File: config.mk
export PLATFORM = sky130hd
export DESIGN_NAME = fetch_pipe_ctrl
export DESIGN_NICKNAME = d
export VERILOG_FILES = /design/src/rtl/fetch_pipe_ctrl.sv
export SDC_FILE = /design/constraint.sdc
export NUM_CORES = 1
export LEC_CHECK = 0
export ABC_AREA = 1
export CORE_MARGIN = 2
export CORE_UTILIZATION = 47
export DETAILED_ROUTE_END_ITERATION = 10
export GPL_TIMING_DRIVEN = 0
export PLACE_DENSITY = 0.86
export RECOVER_POWER = 100
export REMOVE_ABC_BUFFERS = 1
export SKIP_LAST_GASP = 1
export SYNTH_ARGS = -nofsm -noshare
export SYNTH_HDL_FRONTEND = slang
export SYNTH_SLANG_ARGS = --single-unit
File: constraint.sdc
create_clock -name clk -period 2.6 [get_ports clk]
set_clock_uncertainty 0.05 [all_clocks]
set_input_delay 0.52 -clock clk [delete_from_list [all_inputs] [get_ports clk]]
set_output_delay 0.52 -clock clk [all_outputs]
set_load 0.1 [all_outputs]
File: src/rtl/fetch_pipe_ctrl.sv
// Fetch sequencer: owns PC/IR load, stalls on RAW hazards, redirects on branch, drains on HALT.
// Address is registered; strobes are combinational. Define PERF_CNT_EN to add stall/fetch counters.
module fetch_pipe_ctrl #(
  parameter int              ADDR_W    = 8,
  parameter int              REG_W     = 4,
  parameter int              OPC_W     = 5,
  parameter logic [OPC_W-1:0] HALT_OPC = 5'h1F,
  parameter int              DRAIN_CYC = 3,
  parameter int              CNT_W     = 16
) (
  input  logic              clk,
  input  logic              Reset,
  input  logic              start,
  input  logic [ADDR_W-1:0] start_addr,
  input  logic [OPC_W-1:0]  dec_opcode,
  input  logic              dec_valid,
  input  logic [REG_W-1:0]  dec_src1,
  input  logic [REG_W-1:0]  dec_src2,
  input  logic              dec_use1,
  input  logic              dec_use2,
  input  logic [REG_W-1:0]  s1_dest,
  input  logic              s1_wr,
  input  logic [REG_W-1:0]  s2_dest,
  input  logic              s2_wr,
  input  logic              br_taken,
  input  logic [ADDR_W-1:0] br_target,
  output logic [ADDR_W-1:0] Address,
  output logic              instRead,
  output logic              bubble,
  output logic              flush,
  output logic              running,
  output logic              halted
`ifdef PERF_CNT_EN
  ,
  output logic [CNT_W-1:0]  stall_cnt,
  output logic [CNT_W-1:0]  fetch_cnt
`endif
);

  typedef enum logic [2:0] {IDLE, RUN, STALL, FLUSH, DRAIN, HALT} state_t;

  localparam int DC_W = (DRAIN_CYC > 2) ? $clog2(DRAIN_CYC) : 1;

  state_t            state, state_nxt;
  logic [ADDR_W-1:0] addr_nxt;
  logic [DC_W-1:0]   drain_cnt, drain_nxt;
  logic              hazard;
  logic              halt_dec;

  // Stage 3 writes back before decode reads, so only stages 1 and 2 can conflict.
  assign hazard = dec_valid &
                  ((dec_use1 & s1_wr & (dec_src1 == s1_dest)) |
                   (dec_use1 & s2_wr & (dec_src1 == s2_dest)) |
                   (dec_use2 & s1_wr & (dec_src2 == s1_dest)) |
                   (dec_use2 & s2_wr & (dec_src2 == s2_dest)));

  assign halt_dec = dec_valid & (dec_opcode == HALT_OPC);

  always_comb begin
    state_nxt = state;
    addr_nxt  = Address;
    drain_nxt = drain_cnt;
    instRead  = 1'b0;
    bubble    = 1'b0;
    flush     = 1'b0;
    case (state)
      IDLE, HALT: begin
        if (start) begin
          addr_nxt  = start_addr;
          state_nxt = RUN;
        end
      end
      // STALL shares RUN's decision: the held IR simply re-decodes each cycle.
      RUN, STALL: begin
        if (br_taken) begin
          addr_nxt  = br_target;
          flush     = 1'b1;
          bubble    = 1'b1;
          state_nxt = FLUSH;
        end else if (halt_dec && !hazard) begin
          bubble    = 1'b1;
          drain_nxt = DC_W'(DRAIN_CYC - 1);
          state_nxt = DRAIN;
        end else if (hazard) begin
          bubble    = 1'b1;
          state_nxt = STALL;
        end else begin
          instRead  = 1'b1;
          addr_nxt  = Address + ADDR_W'(1);
          state_nxt = RUN;
        end
      end
      FLUSH: begin
        instRead  = 1'b1;
        addr_nxt  = Address + ADDR_W'(1);
        state_nxt = RUN;
      end
      DRAIN: begin
        bubble = 1'b1;
        if (drain_cnt == '0) state_nxt = HALT;
        else                 drain_nxt = drain_cnt - DC_W'(1);
      end
      default: state_nxt = IDLE;
    endcase
  end

  assign running = (state == RUN) || (state == STALL);
  assign halted  = (state == HALT);

  always_ff @(posedge clk or posedge Reset) begin
    if (Reset) begin
      state     <= IDLE;
      Address   <= '0;
      drain_cnt <= '0;
    end else begin
      state     <= state_nxt;
      Address   <= addr_nxt;
      drain_cnt <= drain_nxt;
    end
  end

`ifdef PERF_CNT_EN
  logic start_ok;
  logic stall_evt;

  assign start_ok  = start & ((state == IDLE) || (state == HALT));
  assign stall_evt = running & ~br_taken & hazard;

  always_ff @(posedge clk or posedge Reset) begin
    if (Reset) begin
      stall_cnt <= '0;
      fetch_cnt <= '0;
    end else if (start_ok) begin
      stall_cnt <= '0;
      fetch_cnt <= '0;
    end else begin
      if (stall_evt && (stall_cnt != '1)) stall_cnt <= stall_cnt + CNT_W'(1);
      if (instRead && (fetch_cnt != '1))  fetch_cnt <= fetch_cnt + CNT_W'(1);
    end
  end
`endif

endmodule
Word-level counts from Yosys, hierarchy flattened
Index checks and enable logic that the tools add are counted. Widths: inputs -> output; s select.

Register bits after elaboration: 13. Input port bits: 46. Word-level logic and storage cells: 72.

Add/subtract/negate cells: 2. Eq/ne operators: 17. Mux-type cells: 25. Bitwise logic cells: 13. Reductions and logical operators: 12.

Operator list (count): $mux 8 (4); $pmux 8 s3 (1); $eq 4x4->1 (4); $mux 3 (4); $pmux 3 s4 (1); $and 1x1->1 (10); $ne 2x2->1 const B (5); $add 8x1->8 const B (1); $mux 1 (8); $mux 2 (4); $reduce_and 4->1 (2); $eq 3x2->1 const B (2); $eq 3x3->1 const B (2); $ne 3x3->1 const B (2); $eq 5x5->1 const B (1); $pmux 1 s2 (2); $pmux 2 s2 (1); $reduce_or 2->1 (2); $eq 3x1->1 const B (1); $logic_not 3->1 (1); $or 1x1->1 (3); $reduce_bool 3->1 (1); $logic_not 2->1 (1); $reduce_and 2->1 (1); other kinds (5) (5).

Longest topological paths before layout
Depth in word-level cells: 11. Depth in mapped cells: 14.

Least setup slack after synthesis
OpenSTA, ideal clock, no wires.

Path kind: flip-flop to output port. Start point: register state[2]. End point: output port instRead. Arrival: 3.299 ns. Path slack: -1.269 ns. Stages on the path, launching flop included: 6. Buffers on the path: 0. Cells stage by stage: dfrtp_1 -> inv_1 -> o21ai_2 -> nor2_8 -> nand2_4 -> o21ai_0.

Cells in the longest elaborated chain, start to end: 3.

Ends and longest elaborated chain: start: declaration (line 44) `state_t state, state_nxt;`; start signal: assignment (line 116) `state <= state_nxt;`; $eq 3x1->1 or $eq 3x2->1 (tied branches) (line 66) `case (state)`; $reduce_or 2->1 (line 66); $pmux 1 s2 (*) (line 66); end: declaration (line 28) `output logic instRead,`.

Every way passes the cells marked *; elsewhere a longest branch is shown, timed or not.

Final worst setup path
Start point: register Address[0]. End point: output port Address[0].

RTL lines: start: declaration (line 27) `output logic [ADDR_W-1:0] Address,`; start signal: assignment (line 117) `Address <= addr_nxt;`.

No word-level cell between the ends.

==> reports/metrics.cfg <==
[outcome]
outcome=finished, final reports clean

[timing]
finalSetupTns_ns=0
finalMaxSlewViolations=0
clock.fmax_mhz=398
maxSlewHeadroom=0.232
tightest_slew_ns=1.16
hold_viol=0
rsz0062_at_grt=no
layout_min_cycle_time_ns=2.51
setup_viol=0
setup_ws_ns=0.0895
period_share=0.966

[clock_tree]
htreeDepth=1
clk_pin_slew_ns=0.09
root_buffer=clkbuf_4
cts_buffers=3
cts_buffer_depth=2
cts_sinks=13
hold_buffers=0
clk_latency_ns=0.28
cts_tree=yes
post_cts_buffers=0

[finish]
drive_above_1_share=0.136
final_util=0.711
fillCellCount=254
antenna-diode-count=0
areaGrowthSynthToFinish_pct=46.4
nets=344

[placement]
place_ws_ns=-0.966
io_buffers=58
gp_congestion=0.857
dp_hpwl_microns=3120

[critical_path]
cp.buffers_inverters=1
cp_top_family=buffers and inverters
worstPathCellList=dlygate4sd3_1
crit_path_start_kind=register
end_kind=output pin
slowest_stage=dlygate4sd3_1
cp.required_ns=2.03
path_class=register to output pin
arrival_ns=1.94
max_stage_delay_ns=1.23
crit_path_max_fanout=5

[synthesis]
synth.avg_cell_area_sq_um=6.12
ys.warnings.count=0
synth_largest_area_cell=nand2_1
ys_seq_area_frac=0.225
synth-seq-cells=13
netlist_area_sq_um=1450
synth_cells=236
synthTopCellsByArea=nand2_1 23%, dfrtp_1 23%, inv_1 8.3%
synth-edff-count=0
async_reset_ff_frac=1.00
synth_top_area_frac=0.229
synth_flop_cell=dfrtp_1
synth.distinct_cells=32

[floorplanning]
num_rows=20
die_x_microns=59.5
coreArea_sq_um=2980
io-pin-count=59
die_h_microns=59.5
initial_core_util=0.485
fp.dieArea_sq_um=3530

[global_route]
grt_pass1_vias=1507
antenna_found_initial=0
grt_usage=0.242
grt_max_degree=14
overflow=0
grt_pass1_wl_microns=6580

[power_and_ir_drop]
cellPowerDensity_nw_per_um2=1000
ir_worst_vdd_v=0.00102
leakagePower_uw=0.00117
fin_total_pwr_uw=2130

[detailed_routing]
routed_via_density=5.12
drc=0
wl_per_cell_microns=12.1
vias=1680
ant_nets=0
first_pass_iters=4
drt_iter0_drc=91
wl_microns=3970

[worst_hold_path]
hold_class=register to register

[flow_run]
maxCapViolations=0

==> sequential cells by signal, indices dropped and copies added, names as in the netlist <==
signal	cells
Address	8
state	3
drain_cnt	2
==> final timing paths <==
kind                       startpoint         end  slack (ns)  depth (start not counted)
max                        Address[0]  Address[0]        0.09                          1
min in group asynchronous       Reset    state[0]        0.66                          2
min                        Address[7]  Address[7]        0.48                          2
min reg2reg                Address[7]  Address[7]        0.48                          2
max in group asynchronous       Reset  Address[1]        1.48                          2
max reg2reg                  state[0]  Address[0]        0.35                          8
==> placed cells by master, fill, tap and decap left out, drive strengths merged, types with 8 or more instances in the layout <==
cell type / instances
nor2: 21
dlymetal6s2s: 10
nand2: 96
clkdlybuf4s50: 27
inv: 39
dfrtp: 13
nand3: 18
dlygate4sd2: 10
nand4: 11
a21oi: 8
==> metal layers <==
layer  GRT usage  up-vias  part of all wire
li1            -      873                 -
met1       0.334      751              0.44
met2       0.392       52              0.50
met3      0.0415        4             0.050
met4      0.0584        0             0.011
met5           0        -                 0
==> timing repair <==
action,4_1_cts,5_1_grt
pin swaps,3,4
endpoints found under the setup margin,5,3
resized for setup,37,29
endpoints found under the hold margin,0,0
==> synthesized netlist by cell type (3+ instances only) <==
cell / instances
inv_1: 32
nand2_2: 3
nor2_1: 18
nand2_4: 5
o211ai_1: 5
dfrtp_1: 13
a21oi_1: 7
inv_2: 7
nand4_1: 11
nand3_1: 16
a31oi_1: 3
nand2_1: 88
==> kinds of logic (layout without fill, tap and decap cells) <==
logic type / count (synthesis) / after routing / share of synthesized area
AND/OR/NAND/NOR: 152 / 152 / 0.509
buffers and inverters: 42 / 101 / 0.120
AO/OA/AOI/OAI: 25 / 25 / 0.116
flip-flops: 13 / 13 / 0.225
adder cells (fa/ha/maj): 2 / 2 / 0.0173
XOR/XNOR: 2 / 2 / 0.0121
==> final cells by class <==
class / count / area [sq um] / area share
sequential: 13 / 325 / 0.154
multi-input combinational: 181 / 980 / 0.463
clock buffer: 4 / 26.3 / 0.0124
inverter: 39 / 146 / 0.0692
tap: 33 / 41.3 / 0.0195
timing repair buffer: 58 / 597 / 0.282
==> stage by stage <==
stage / instances / hold slack (ns) / cell area (sq um)
after global routing: 328 / 0.514 / 2120
after CTS: 328 / 0.472 / 2070
after detailed placement: 324 / 0.450 / 2040
after global placement: 324 / 0.441 / 2040
after floorplan: 233 / 0.347 / 1420
final: 328 / 0.485 / 2120
==> where the power goes <==
group / leakage (uW) / switching [uW] / internal [uW]
Clock: 0.0000150 / 72.8 / 59.5
Combinational: 0.000992 / 1140 / 458
Sequential: 0.000160 / 112 / 284
Total: 0.00117 / 1320 / 801
(Power assumes the default switching activity.)
